--- config.mk ---
export PLATFORM = sky130hd
export DESIGN_NAME = spi_image_loader
export DESIGN_NICKNAME = d
export VERILOG_FILES = /design/src/rtl/spi_img_pkg.sv /design/src/rtl/spi_img_timeout.sv /design/src/rtl/spi_image_loader.sv
export SDC_FILE = /design/constraint.sdc
export NUM_CORES = 2
export LEC_CHECK = 0
export CAP_MARGIN = 5
export CORE_AREA = 3 3 401 403
export DETAILED_ROUTE_END_ITERATION = 10
export DIE_AREA = 0 0 404 406
export HOLD_SLACK_MARGIN = 0.03
export PLACE_DENSITY = 0.44
export SLEW_MARGIN = 20
export SYNTH_ARGS = -nofsm -noshare
export SYNTH_HDL_FRONTEND = slang
export SYNTH_SLANG_ARGS = --single-unit
--- constraint.sdc ---
create_clock -name clk -period 3.8 [get_ports clk]
set_clock_uncertainty 0.05 [all_clocks]
set_input_delay 0.76 -clock clk [delete_from_list [all_inputs] [get_ports clk]]
set_output_delay 0.76 -clock clk [all_outputs]
set_load 0.005 [all_outputs]
--- src/rtl/spi_img_pkg.sv ---
// Shared definitions for the SPI image loader: command bytes, FSM state
// encoding, status byte layout and the MSB-first byte-to-pixel helper.
package spi_img_pkg;

  localparam logic [7:0] CMD_LOAD  = 8'hA1;
  localparam logic [7:0] CMD_CLEAR = 8'hC3;

  typedef enum logic [1:0] {
    IDLE = 2'd0,
    LOAD = 2'd1,
    CHK  = 2'd2,
    DONE = 2'd3
  } state_e;

  // status = {state[1:0], err_timeout, err_overrun, err_cmd, err_chk, img_valid, busy}
  localparam int ST_BUSY     = 0;
  localparam int ST_VALID    = 1;
  localparam int ST_ERR_CHK  = 2;
  localparam int ST_ERR_CMD  = 3;
  localparam int ST_ERR_OVR  = 4;
  localparam int ST_ERR_TO   = 5;
  localparam int ST_STATE_LO = 6;

  // The first bit on the wire (MSB) lands on the lowest pixel index.
  function automatic logic [7:0] bitrev8(input logic [7:0] b);
    logic [7:0] r;
    for (int i = 0; i < 8; i++) r[i] = b[7-i];
    return r;
  endfunction

endpackage

--- src/rtl/spi_img_timeout.sv ---
// Inactivity counter: cleared on activity, counts while enabled and
// saturates at TIMEOUT_CYC-1, where expired stays high until cleared.
module spi_img_timeout #(
  parameter int TIMEOUT_CYC = 50000
) (
  input  logic clk,
  input  logic rst,
  input  logic clr,
  input  logic en,
  output logic expired
);

  localparam int TW = (TIMEOUT_CYC > 1) ? $clog2(TIMEOUT_CYC) : 1;
  localparam logic [TW-1:0] LIMIT = TW'(TIMEOUT_CYC - 1);

  logic [TW-1:0] cnt;

  // Count idle cycles; hold at the limit so the count never wraps.
  always_ff @(posedge clk) begin
    if (rst || clr)             cnt <= '0;
    else if (en && !expired)    cnt <= cnt + 1'b1;
  end

  assign expired = (cnt == LIMIT);

endmodule

--- src/rtl/spi_image_loader.sv ---
// SPI image loader: decodes the command byte stream from the SPI
// peripheral, assembles an IMG_W x IMG_H binary image and hands it to the
// inference core with a valid/ack handshake. Optional trailing XOR
// checksum byte is enabled by defining SPI_IMG_CHECKSUM_EN.
module spi_image_loader
  import spi_img_pkg::*;
#(
  parameter int IMG_W       = 32,
  parameter int IMG_H       = 32,
  parameter int TIMEOUT_CYC = 50000
) (
  input  logic                     clk,
  input  logic                     rst,
  input  logic [7:0]               rx_data,
  input  logic                     rx_valid,
  output logic [IMG_W*IMG_H-1:0]   img_bits,
  output logic                     img_valid,
  input  logic                     img_ack,
  output logic                     busy,
  output logic [7:0]               status
);

  localparam int NPIX      = IMG_W * IMG_H;
  localparam int IMG_BYTES = NPIX / 8;
  localparam int CW        = (IMG_BYTES > 1) ? $clog2(IMG_BYTES) : 1;
  localparam logic [CW-1:0] LAST = CW'(IMG_BYTES - 1);

  state_e        state_q, state_d;
  logic [CW-1:0] byte_cnt;
  logic [CW+2:0] bit_base;
  logic          err_timeout, err_overrun, err_cmd, err_chk;
  logic          expired;
  logic          last_byte;
  logic          is_load, is_clear;

  assign bit_base  = {byte_cnt, 3'b000};
  assign last_byte = (byte_cnt == LAST);
  assign is_load   = (rx_data == CMD_LOAD);
  assign is_clear  = (rx_data == CMD_CLEAR);

  // Timer runs only while a transfer is in flight and no byte arrives.
  spi_img_timeout #(.TIMEOUT_CYC(TIMEOUT_CYC)) u_timeout (
    .clk     (clk),
    .rst     (rst),
    .clr     (!busy || rx_valid),
    .en      (busy && !rx_valid),
    .expired (expired)
  );

`ifdef SPI_IMG_CHECKSUM_EN
  logic [7:0] xor_acc;

  // Running XOR of the payload and the checksum-mismatch flag.
  always_ff @(posedge clk) begin
    if (rst) begin
      xor_acc <= '0;
      err_chk <= 1'b0;
    end else if (rx_valid) begin
      case (state_q)
        IDLE: begin
          if (is_load) xor_acc <= '0;
          if (is_load || is_clear) err_chk <= 1'b0;
        end
        LOAD:    xor_acc <= xor_acc ^ rx_data;
        CHK:     if (rx_data != xor_acc) err_chk <= 1'b1;
        default: ;
      endcase
    end
  end
`else
  assign err_chk = 1'b0;
`endif

  // State register.
  always_ff @(posedge clk) begin
    if (rst) state_q <= IDLE;
    else     state_q <= state_d;
  end

  // Next-state decode.
  always_comb begin
    state_d = state_q;
    case (state_q)
      IDLE: if (rx_valid && is_load) state_d = LOAD;
      LOAD: begin
        if (rx_valid) begin
`ifdef SPI_IMG_CHECKSUM_EN
          if (last_byte) state_d = CHK;
`else
          if (last_byte) state_d = DONE;
`endif
        end else if (expired) begin
          state_d = IDLE;
        end
      end
`ifdef SPI_IMG_CHECKSUM_EN
      CHK: begin
        if (rx_valid)     state_d = (rx_data == xor_acc) ? DONE : IDLE;
        else if (expired) state_d = IDLE;
      end
`endif
      DONE:    if (img_ack) state_d = IDLE;
      default: state_d = IDLE;
    endcase
  end

  // Moore outputs and status byte.
  always_comb begin
    busy      = (state_q == LOAD) || (state_q == CHK);
    img_valid = (state_q == DONE);
    status    = '0;
    status[ST_STATE_LO +: 2] = state_q;
    status[ST_ERR_TO]  = err_timeout;
    status[ST_ERR_OVR] = err_overrun;
    status[ST_ERR_CMD] = err_cmd;
    status[ST_ERR_CHK] = err_chk;
    status[ST_VALID]   = img_valid;
    status[ST_BUSY]    = busy;
  end

  // Image buffer, byte counter and sticky error flags.
  always_ff @(posedge clk) begin
    if (rst) begin
      img_bits    <= '0;
      byte_cnt    <= '0;
      err_timeout <= 1'b0;
      err_overrun <= 1'b0;
      err_cmd     <= 1'b0;
    end else begin
      case (state_q)
        IDLE: if (rx_valid) begin
          if (is_load) begin
            byte_cnt    <= '0;
            err_timeout <= 1'b0;
            err_cmd     <= 1'b0;
          end else if (is_clear) begin
            img_bits    <= '0;
            err_timeout <= 1'b0;
            err_overrun <= 1'b0;
            err_cmd     <= 1'b0;
          end else begin
            err_cmd     <= 1'b1;
          end
        end
        LOAD: begin
          if (rx_valid) begin
            img_bits[bit_base +: 8] <= bitrev8(rx_data);
            if (!last_byte) byte_cnt <= byte_cnt + 1'b1;
          end else if (expired) begin
            err_timeout <= 1'b1;
          end
        end
        CHK:  if (!rx_valid && expired) err_timeout <= 1'b1;
        DONE: if (rx_valid) err_overrun <= 1'b1;
        default: ;
      endcase
    end
  end

endmodule
==> impl_metrics.json <==
{
  "number_of_global_route_vias_before_repair": 33800,
  "mapped_area_mm2": 0.0369,
  "antenna_found_initial": 13,
  "core.rowCount": 146,
  "drt_pass1_iterations": 5,
  "count_of_cell_types_in_the_netlist": 86,
  "final-max-slew-violation-count": 0,
  "ios": 1046,
  "worstSetupPathType": "flop to flop",
  "startpoint": "byte_cnt[1]",
  "clock_sink_count": 1052,
  "htree_levels": 3,
  "postRouteWirelength_mm": 218,
  "crit_buf_inv": 2,
  "remaining_drc_errors": 0,
  "critPathCaptureType": "flop",
  "groute.usage.overall_pct": 25.3,
  "worst_r2r_endpoint": "img_bits[811]",
  "yosysWarningCount": 0,
  "ys_async_sr_fraction_pct": 0,
  "critical-path-max-stage-delay_ns": 0.55,
  "synth.yosys.seq_area_share_pct": 57.0,
  "grt_setup_unrepaired": "yes",
  "grt_remaining_overflow": 0,
  "route.detailed.wl_per_inst_um": 32.2,
  "power.density_mw_per_mm2": 434,
  "place_area_mm2": 0.0510,
  "worst_path_dominant_cell_family": "compound AO/OA/AOI/OAI gates",
  "result_of_the_run": "finished clean",
  "initial_utilization_pct": 23.4,
  "numPortBuffers": 1044,
  "post-route-cell-area_mm2": 0.0553,
  "clk-insertion-delay-late_ns": 0.77,
  "slew-limit-headroom_pct": 22.7,
  "layout-area-overhead-vs-synth_pct": 49.7,
  "timing_hold_violations_final": 0,
  "timing.hold.worst.start": "rst",
  "max_slew.worst_pin.slew_ns": 1.15,
  "finish.net_count": 4620,
  "grt_first_pass_wirelength_mm": 293,
  "cts_buffer_depth": 3,
  "report.final.setup_viol": 0,
  "crit_path_cell_trace": "inv_1, ha_1, or4b_4, or3_1, a21oi_4, buf_4, a31oi_1, a32oi_1, nor2_1",
  "coreArea_mm2": 0.158,
  "fin_ws_ns": 0.113,
  "die_w_um": 404,
  "postSynth.topFlopCell": "dfxtp_1",
  "crit_path_slowest_cell": "or4b_4",
  "multi_input_comb_area_mm2": 0.0150,
  "timing.max_cap.violations": 0,
  "worst_setup_hold_path_clk_slew_ns": 0.07,
  "synthesis.area_per_instance_um2": 10.7,
  "place_congestion": 0.861,
  "ant_nets": 0,
  "hold_path_end": "err_cmd",
  "tritoncts_clock_tree": "built",
  "drt_iter0_drcs": 2704,
  "post-place-ws_ns": 0.0213,
  "die_area_mm2": 0.164,
  "viasPerCell": 5.11,
  "worst_hold_path_type": "input port to flop",
  "cts_root_buf": "clkbuf_16",
  "drive_gt1_share_pct": 12.0,
  "min_path_cells": 2,
  "crit-reg2reg-launch": "byte_cnt[1]",
  "ctsHoldBuffers": 0,
  "fin_crit_sh_pct": 97.0,
  "syn-num-nets": 3461,
  "peakVddDrop_mv": 0.409,
  "cp.arrival_ns": 4.26,
  "die-height_um": 406,
  "dp_hpwl_mm": 167,
  "crit_fanout": 27,
  "maxClockFrequency_ghz": 0.271,
  "cts-resized-gates": 1,
  "filler_cell_count": 16100,
  "reg2reg_slack_ns": 0.11,
  "cts_made_buffers": 119,
  "pin_count_of_the_biggest_net_entering_global_routing": 101,
  "register_bit_count_reported_by_yosys": 1052,
  "start_kind": "flop",
  "synth_edf_count": 0,
  "r2r.worst_path.cells": 9,
  "gate_count_post_synth": 3439,
  "area.sequential_mm2": 0.0211,
  "detailroute.via_count": 34600,
  "min_period_ns": 3.69,
  "critical_path_required_ns": 4.37,
  "cts_post_setup_buffers_inserted": 0,
  "power.static_leakage_nw": 19.3
}
-- area by class of cell --
| type | count | area share, % |
|---|---|---|
| well taps | 2072 | 4.69 |
| flip-flops and latches | 1052 | 38.1 |
| clock inverters | 62 | 1.60 |
| repair buffers | 1263 | 22.2 |
| multi-input cells | 2136 | 27.2 |
| clock buffers | 160 | 6.08 |
| diodes | 7 | 0.0317 |
| inverters | 26 | 0.176 |
-- power breakdown --
part / internal [mW] / leakage [nW] / switching, mW
sequential: 11.0 / 8.47 / 0.00244
clock: 7.28 / 2.08 / 5.17
combinational: 0.0936 / 8.74 / 0.417
total: 18.4 / 19.3 / 5.59
-- cells in the final DEF (no fill, tap or decap), drive strengths merged, types with 9 or more instances in the layout --
cell type / count
a21oi: 131
inv: 29
a22o: 545
a32o: 173
o21ai: 65
nand3: 77
mux2i: 20
or3: 11
clkbuf: 160
a31oi: 39
nor4: 30
nor3: 80
a2bb2o: 9
dfxtp: 1052
a31o: 14
a32oi: 35
o22ai: 16
ha: 10
buf: 228
nor2b: 12
o2bb2ai: 117
a22oi: 12
nand2: 243
clkdlybuf4s50: 1035
and2: 46
bufinv: 15
nand4: 17
xor2: 11
and3: 27
nor2: 316
clkinv: 38
-- per-layer routing --
layer,GRT usage (%),wire length (um)
met5,0,13
met4,8.48,7400
met2,43.8,106000
met3,5.77,14800
met1,31.0,89700
-- Yosys cell counts, drive strengths merged, types with 7 or more instances --
cell type  instances  area share [%]
a22oi             12            0.24
a32o             173             4.7
xnor2              7            0.17
inv               25            0.25
clkbuf           138             1.4
o21ai             65            0.90
o22ai             16            0.27
o2bb2ai          117             2.8
buf               87             1.3
or2                7            0.12
and2              46            0.78
dfxtp           1052              57
or3               11            0.20
nor2b             12            0.20
a22o             545              13
and3              27            0.46
a21oi            131             1.8
nor2             316             3.3
nor3              80             1.5
a2bb2o             9            0.26
mux2i             20            0.54
nor4              30            0.95
xor2              11            0.28
a31oi             39            0.69
nand2            243             2.5
a31o              14            0.33
a32oi             35            0.83
nand3             77             1.1
nand4             17            0.29
nand2b             7            0.12
ha                10            0.34
-- registers in the layout (all words and copies together), names as in the netlist --
register and cells:
err_overrun 1, state_q 2, err_cmd 1, byte_cnt 7
err_timeout 1, u_timeout.cnt 16, img_bits 1024
-- worst reg2reg max path: cells and delay by family, from the launching register on --
family,cells,cell delay (ns)
compound gates,3,1.11
fa+ha+maj,1,0.33
flops,1,0.38
simple gates,3,1.07
buf+inv,2,0.60
-- kinds of logic (layout without fill, tap and decap cells) --
| kind of cell | count (synthesis) | count (layout) | share of synthesized area [%] |
|---|---|---|---|
| AO/OA/AOI/OAI | 1194 | 1194 | 26.7 |
| XOR/XNOR | 18 | 18 | 0.447 |
| adder cells (fa/ha/maj) | 10 | 10 | 0.339 |
| buffers and inverters | 251 | 1511 | 2.98 |
| flip-flops | 1052 | 1052 | 57.0 |
| multiplexers | 20 | 20 | 0.542 |
| other | 1 | 8 | 0.0102 |
| AND/OR/NAND/NOR | 893 | 893 | 12.0 |
-- worst max path at each step --
stage / to / slack [ns] / cells after the start
2_1_floorplan: img_bits[248] / 0.67 / 11
3_5_place_dp: img_bits[731] / 0.02 / 8
5_1_grt: img_bits[811] / -0.003 / 9
3_3_place_gp: img_bits[224] / 0.02 / 7
6_report: img_bits[811] / 0.11 / 9
4_1_cts: img_bits[40] / 0.02 / 9
-- metrics by stage --
stage               setup TNS (ns)  power (mW)  utilization, %  hold WS (ns)  cells
finish                           0        24.0            35.0         0.353   6778
global route              -0.00324        24.7            35.0         0.316   6776
CTS                              0        24.2            35.0         0.274   6771
detailed placement               0        11.8            32.3         0.392   6549
global placement                 0        11.8            32.3         0.387   6549
floorplan                        0        11.5               -         0.394   3439
(Power assumes the default switching activity.)
